File: src/rtl/sfx_pkg.sv
// Shared types and the default melody table for the sound-effect sequencer.
// A note is one tone (or rest) held for a number of clk cycles.
// SFX_PREEMPT_EN (see sfx_sequencer) does not affect anything in this package.
package sfx_pkg;

    localparam int NOTE_PERIOD_W     = 16;
    localparam int NOTE_DUR_W        = 24;
    localparam int DEF_NUM_SFX       = 4;
    localparam int DEF_NOTES_PER_SFX = 8;

    typedef struct packed {
        logic [NOTE_PERIOD_W-1:0] half_period;  // 0 = rest
        logic [NOTE_DUR_W-1:0]    duration;     // 0 behaves as 1
        logic                     last;
    } note_t;

    typedef enum logic [1:0] {
        IDLE,
        LOAD,
        PLAY
    } sfx_state_t;

    typedef note_t [DEF_NUM_SFX-1:0][DEF_NOTES_PER_SFX-1:0] sfx_table_t;

    function automatic note_t mk_note(input int unsigned hp, input int unsigned dur, input logic last);
        note_t n;
        n.half_period = NOTE_PERIOD_W'(hp);
        n.duration    = NOTE_DUR_W'(dur);
        n.last        = last;
        return n;
    endfunction

    // Half-periods assume a 50 MHz clk: C5=47801, E5=37936, G5=31888, C6=23900.
    function automatic sfx_table_t build_default_table();
        sfx_table_t t;
        t = '0;
        // 0: jump - quick rising pair
        t[0][0] = mk_note(47801, 2500000, 1'b0);
        t[0][1] = mk_note(37936, 2500000, 1'b1);
        // 1: win - rising arpeggio
        t[1][0] = mk_note(47801, 5000000, 1'b0);
        t[1][1] = mk_note(37936, 5000000, 1'b0);
        t[1][2] = mk_note(31888, 5000000, 1'b0);
        t[1][3] = mk_note(23900, 10000000, 1'b1);
        // 2: lose - falling line with a pause before the final note
        t[2][0] = mk_note(47801, 5000000, 1'b0);
        t[2][1] = mk_note(50619, 5000000, 1'b0);
        t[2][2] = mk_note(0, 2500000, 1'b0);
        t[2][3] = mk_note(63776, 10000000, 1'b1);
        // 3: spare - silent single-cycle rest
        t[3][0] = mk_note(0, 1, 1'b1);
        return t;
    endfunction

    localparam sfx_table_t DEFAULT_TABLE = build_default_table();

endpackage

File: src/rtl/sfx_note_rom.sv
// Note table ROM with a registered (one-cycle) read, indexed by effect and note.
module sfx_note_rom
    import sfx_pkg::*;
#(
    parameter int NUM_SFX       = 4,
    parameter int NOTES_PER_SFX = 8,
    parameter note_t [NUM_SFX-1:0][NOTES_PER_SFX-1:0] SFX_TABLE = DEFAULT_TABLE,
    localparam int IDW  = (NUM_SFX > 1) ? $clog2(NUM_SFX) : 1,
    localparam int IDXW = (NOTES_PER_SFX > 1) ? $clog2(NOTES_PER_SFX) : 1
) (
    input  logic            clk,
    input  logic [IDW-1:0]  id,
    input  logic [IDXW-1:0] idx,
    output note_t           note
);

    // Synchronous table read.
    always_ff @(posedge clk) begin
        note <= SFX_TABLE[id][idx];
    end

endmodule

File: src/rtl/sfx_sequencer.sv
// Sound-effect engine: edge-detected triggers are latched as pending requests,
// a fixed-priority arbiter (index 0 highest) picks one, and the note sequencer
// plays it as a square wave from the note table.
// Build option: define SFX_PREEMPT_EN to let a higher-priority request abort
// the effect currently loading or playing.
module sfx_sequencer
    import sfx_pkg::*;
#(
    parameter int NUM_SFX       = 4,
    parameter int NOTES_PER_SFX = 8,
    parameter int PERIOD_W      = 16,
    parameter int DUR_W         = 24,
    parameter note_t [NUM_SFX-1:0][NOTES_PER_SFX-1:0] SFX_TABLE = DEFAULT_TABLE,
    localparam int IDW = (NUM_SFX > 1) ? $clog2(NUM_SFX) : 1
) (
    input  logic               clk,
    input  logic               rst_n,
    input  logic [NUM_SFX-1:0] trig,
    input  logic               mute,
    output logic               sound,
    output logic               busy,
    output logic [IDW-1:0]     active_id,
    output logic               done
);

    localparam int IDXW = (NOTES_PER_SFX > 1) ? $clog2(NOTES_PER_SFX) : 1;
    localparam logic [IDXW-1:0] LAST_IDX = IDXW'(NOTES_PER_SFX - 1);

    sfx_state_t          state, state_next;
    logic [NUM_SFX-1:0]  trig_q, rise, pending, pending_next, grant_mask;
    logic [IDW-1:0]      win_id, id_next;
    logic [IDXW-1:0]     note_idx, idx_next;
    logic                grant;
    note_t               rom_note;
    logic [PERIOD_W-1:0] hp_q, tone_cnt;
    logic [DUR_W-1:0]    dur_cnt;
    logic                last_q, tone;

    assign rise         = trig & ~trig_q;
    assign grant_mask   = grant ? (NUM_SFX'(1) << win_id) : '0;
    // Set wins over the grant clear so a same-cycle re-trigger is kept.
    assign pending_next = (pending & ~grant_mask) | rise;

    // Lowest-index pending request wins.
    always_comb begin
        win_id = '0;
        for (int unsigned i = NUM_SFX; i > 0; i--) begin
            if (pending[i-1]) win_id = IDW'(i - 1);
        end
    end

`ifdef SFX_PREEMPT_EN
    logic [NUM_SFX-1:0] lower_mask;
    logic               preempt;
    assign lower_mask = (NUM_SFX'(1) << active_id) - NUM_SFX'(1);
    assign preempt    = |(pending & lower_mask);
`endif

    // Next state, next table address, grant and done pulse.
    always_comb begin
        state_next = state;
        id_next    = active_id;
        idx_next   = note_idx;
        grant      = 1'b0;
        done       = 1'b0;
        case (state)
            IDLE: begin
                if (|pending) begin
                    state_next = LOAD;
                    id_next    = win_id;
                    idx_next   = '0;
                    grant      = 1'b1;
                end
            end
            LOAD: state_next = PLAY;
            PLAY: begin
                if (dur_cnt == '0) begin
                    if (last_q || note_idx == LAST_IDX) begin
                        state_next = IDLE;
                        done       = 1'b1;
                    end else begin
                        state_next = LOAD;
                        idx_next   = note_idx + IDXW'(1);
                    end
                end
            end
            default: state_next = IDLE;
        endcase
`ifdef SFX_PREEMPT_EN
        if (state != IDLE && preempt) begin
            state_next = LOAD;
            id_next    = win_id;
            idx_next   = '0;
            grant      = 1'b1;
            done       = 1'b0;
        end
`endif
    end

    // The ROM is addressed with the next-cycle index so its data is valid during LOAD.
    sfx_note_rom #(
        .NUM_SFX       (NUM_SFX),
        .NOTES_PER_SFX (NOTES_PER_SFX),
        .SFX_TABLE     (SFX_TABLE)
    ) u_rom (
        .clk  (clk),
        .id   (id_next),
        .idx  (idx_next),
        .note (rom_note)
    );

    // State, edge-detect, pending and index registers.
    always_ff @(posedge clk or negedge rst_n) begin
        if (!rst_n) begin
            state     <= IDLE;
            trig_q    <= '0;
            pending   <= '0;
            active_id <= '0;
            note_idx  <= '0;
        end else begin
            state     <= state_next;
            trig_q    <= trig;
            pending   <= pending_next;
            active_id <= id_next;
            note_idx  <= idx_next;
        end
    end

    // Note registers, duration countdown and tone generator.
    always_ff @(posedge clk or negedge rst_n) begin
        if (!rst_n) begin
            hp_q     <= '0;
            last_q   <= 1'b0;
            dur_cnt  <= '0;
            tone_cnt <= '0;
            tone     <= 1'b0;
        end else if (state == LOAD && state_next == PLAY) begin
            hp_q     <= PERIOD_W'(rom_note.half_period);
            last_q   <= rom_note.last;
            dur_cnt  <= (rom_note.duration == '0) ? '0 : DUR_W'(rom_note.duration) - DUR_W'(1);
            tone_cnt <= '0;
            tone     <= (rom_note.half_period != '0);
        end else if (state == PLAY && state_next == PLAY) begin
            dur_cnt <= dur_cnt - DUR_W'(1);
            if (hp_q != '0) begin
                if (tone_cnt == hp_q - PERIOD_W'(1)) begin
                    tone_cnt <= '0;
                    tone     <= ~tone;
                end else begin
                    tone_cnt <= tone_cnt + PERIOD_W'(1);
                end
            end
        end else begin
            dur_cnt  <= '0;
            tone_cnt <= '0;
            tone     <= 1'b0;
        end
    end

    assign busy  = (state != IDLE);
    assign sound = tone & (state == PLAY) & ~mute;

endmodule
File: config.mk
export PLATFORM = sky130hd
export DESIGN_NAME = sfx_sequencer
export DESIGN_NICKNAME = d
export VERILOG_FILES = /design/src/rtl/sfx_pkg.sv /design/src/rtl/sfx_note_rom.sv /design/src/rtl/sfx_sequencer.sv
export SDC_FILE = /design/constraint.sdc
export NUM_CORES = 1
export LEC_CHECK = 0
export ABC_CLOCK_PERIOD_IN_PS = 8200
export CORE_MARGIN = 4
export CORE_UTILIZATION = 67
export CTS_CLUSTER_SIZE = 12
export DETAILED_ROUTE_END_ITERATION = 16
export PLACE_DENSITY = 0.95
export SLEW_MARGIN = 20
export SYNTH_ARGS = -nofsm -noshare
export SYNTH_HDL_FRONTEND = slang
export SYNTH_SLANG_ARGS = --single-unit
File: constraint.sdc
create_clock -name clk -period 8.2 [get_ports clk]
set_input_delay 0.82 -clock clk [delete_from_list [all_inputs] [get_ports clk]]
set_output_delay 0.82 -clock clk [all_outputs]
set_load 0.02 [all_outputs]
==> run_results.csv <==
group,metric,value,unit
status,outcome,"finished clean",
timing,max_freq,232.1,MHz
clock_tree,post_cts_buffers,0,
synth,yosys_warnings,0,
clock_tree,clk_root_buffer_cell,"clkbuf_8",
routing,drt-initial-drc-count,265,
floorplanning,dieArea,0.009004,sq mm
synth,yosysUniqueCellTypes,61,
final_layout,layout_common_cells,"nand2_1, dfrtp_1, nor2_1",
timing,final_max_slew_viol_count,0,
setup_path,rrSetupSlack,4700,ps
setup_path,worstRegToRegCells,10,
floorplanning,rows,31,
final_layout,multiInputGateArea,0.002624,sq mm
synth,synthCells,567,
timing,clock-skew-final,15.84,ps
floorplanning,die_w,94.89,microns
timing,hold_viol_final,0,
routing,ant_nets,0,
clock_tree,cts_resized,0,
clock_tree,cts_tree,"built",
floorplanning,io_pins,12,
final_layout,regArea,0.002217,sq mm
power,power_leakage,0.002136,uW
timing,finalSetupTns,0,ps
setup_path,path_cells,"inv_1, ha_1, or4b_1, nor4_4, and2_1, nor3b_1, clkdlybuf4s50_1",
placed_design,dp_slack,4339,ps
routing,vias,4241,
setup_path,cp-start-kind,"flip-flop",
final_layout,mostFrequentLayoutCell,"nand2_1",
power,ir_drop,0.1699,mV
clock_tree,clk_path_buf_depth,2,
clock_tree,hold_buffers,0,
floorplanning,core_area,0.007292,sq mm
clock_tree,cts_made_buffers,9,
setup_path,cpPeakStageDelay,670,ps
final_layout,finish.utilization,0.7454,
setup_path,crit_path_top_delay_cell,"clkdlybuf4s50_1",
synth,synth-edff-count,0,
clock_tree,clk_latency,360,ps
timing,finalCritPeriodShare,0.5255,
timing,min_period,4309,ps
timing,tightest_slew,945.1,ps
timing,relSlewSlack,0.3652,
hold_path,hp-class,"reg2reg",
hold_path,holdPathStages,1,
routing,dr.pass1.iters,5,
clock_tree,cts.sinks,93,
routing,routed_wl,11310,microns
final_layout,num_antenna_cells,0,
timing,setup_violations,0,
global_routing,grt-ovfl-total,0,
setup_path,endpoint_kind,"output pin",
timing,rsz0062_at_grt,"false",
synth,mappedNetlistNets,586,
synth,syn_area,0.005059,sq mm
final_layout,fillers,517,
routing,routedWlPerCell,16.92,microns
placed_design,dp_hpwl,7939,microns
synth,async_flop_share,0.7634,
clock_tree,clkTransAtPathRegs,90,ps
timing,final.setup.worst_slack,3891,ps
placed_design,place_congestion,0.9013,
setup_path,arrival,3490,ps
synth,syn_area_per_cell,8.922,sq um
global_routing,grt_start_max_net_pins,72,
clock_tree,h-tree-depth,3,
placed_design,portBuffers,11,
floorplanning,start_util,0.6937,
power,power.density,152.6,mW/mm^2
final_layout,drive_gt1_frac,0.09139,
synth,synthFlopType,"dfrtp_1",
global_routing,antenna_found_initial,0,
global_routing,grt_pass1_vias,4057,
global_routing,grt_pass1_wl,19130,microns
setup_path,required,7380,ps
synth,synth_seq_area_share,0.4383,
hold_path,worstHoldStart,"trig_q[0]",
routing,route.detailed.drc,0,
hold_path,whs_endpoint,"pending[0]",
synth,ys_ff_latch,93,
final_layout,nets,583,
floorplanning,die_y,94.89,microns
setup_path,timing.rr.end,"u_rom.note[37]",
setup_path,critPathMaxFanout,7,
global_routing,grt_usage,0.2702,
timing,holdWs,425.2,ps
routing,vias_per_cell,6.349,
setup_path,worstSetupPathType,"reg2out",
final_layout,syn2layout_area_growth,7.445,%
setup_path,r2r-start,"dur_cnt[0]",
job,drv_cap,0,
[cells by family after synthesis]
logic type               count (synthesis)  synth area share
multiplexers                             3          0.006925
buffers and inverters                   52           0.04402
flip-flops                              93            0.4383
AO/OA/AOI/OAI                          114            0.1472
AND/OR/NAND/NOR                        249            0.2577
XOR/XNOR                                44           0.07618
adder cells (fa/ha/maj)                 12           0.02968
[Yosys cell counts, types with 7 or more instances]
library cell / number / area share
or2_2: 7 / 0.0087
clkbuf_1: 18 / 0.013
nand4_1: 7 / 0.0087
a21oi_1: 22 / 0.022
buf_2: 7 / 0.0069
a31o_2: 11 / 0.019
or3_1: 9 / 0.011
inv_1: 20 / 0.015
or4_1: 17 / 0.025
dfrtp_1: 71 / 0.35
o22ai_1: 21 / 0.026
nor2_1: 37 / 0.027
xor2_1: 14 / 0.024
nand2_1: 78 / 0.058
nor3_1: 21 / 0.021
xnor2_1: 30 / 0.052
dfxtp_1: 22 / 0.087
ha_1: 12 / 0.030
nor4_1: 16 / 0.020
nand3_1: 20 / 0.020
o21ai_0: 26 / 0.026
[power breakdown]
part           switching, uW  internal (uW)  total, uW
combinational           7.81           3.18       11.0
clock                    157            204        361
sequential             0.197            457        458
[per-layer routing]
| layer | vias up | track usage | wire, microns |
|---|---|---|---|
| met3 | 21 | 0.04781 | 506 |
| met5 | - | 0 | 0 |
| met2 | 138 | 0.4592 | 5715 |
| met4 | 0 | 0.1022 | 229 |
| met1 | 2065 | 0.3444 | 4853 |
| li1 | 2017 | - | - |
[worst max-delay path by stage]
stage | depth (start not counted) | start | to
floorplan | 8 | dur_cnt[0] | done
global placement | 7 | dur_cnt[0] | done
detailed placement | 7 | dur_cnt[0] | done
CTS | 7 | dur_cnt[0] | done
global route | 7 | dur_cnt[0] | done
finish | 7 | dur_cnt[0] | done
[registers in the layout (all words and copies together), names as in the netlist]
| signal | flops |
|---|---|
| note_idx | 3 |
| hp_q | 14 |
| tone_cnt | 16 |
| trig_q | 4 |
| u_rom.note | 22 |
| state | 2 |
| last_q | 1 |
| active_id | 2 |
| pending | 4 |
| tone | 1 |
| dur_cnt | 24 |
[area by class of cell]
cell class	instances	share of cell area
Clock buffer	9	0.02279
Inverter	23	0.01634
Multi-Input combinational cell	422	0.4827
Sequential cell	93	0.4079
Timing Repair Buffer	15	0.02486
Tap cell	99	0.02279
Clock inverter	7	0.02256
[metrics by stage]
step                instance area [sq um]  instances  total power, uW
floorplan                            5059        567            468.0
global placement                     5189        652            478.4
detailed placement                   5189        652            478.7
CTS                                  5435        668            837.5
global route                         5435        668            856.3
finish                               5435        668            829.7
[worst max-delay path: cells and delay by family (launching register included)]
| kind | cells | cell delay (ps) |
|---|---|---|
| and+or+nand+nor | 4 | 1770 |
| buffers and inverters | 2 | 740 |
| adders and majority gates | 1 | 210 |
| DFF | 1 | 410 |
(Power assumes the default switching activity.)
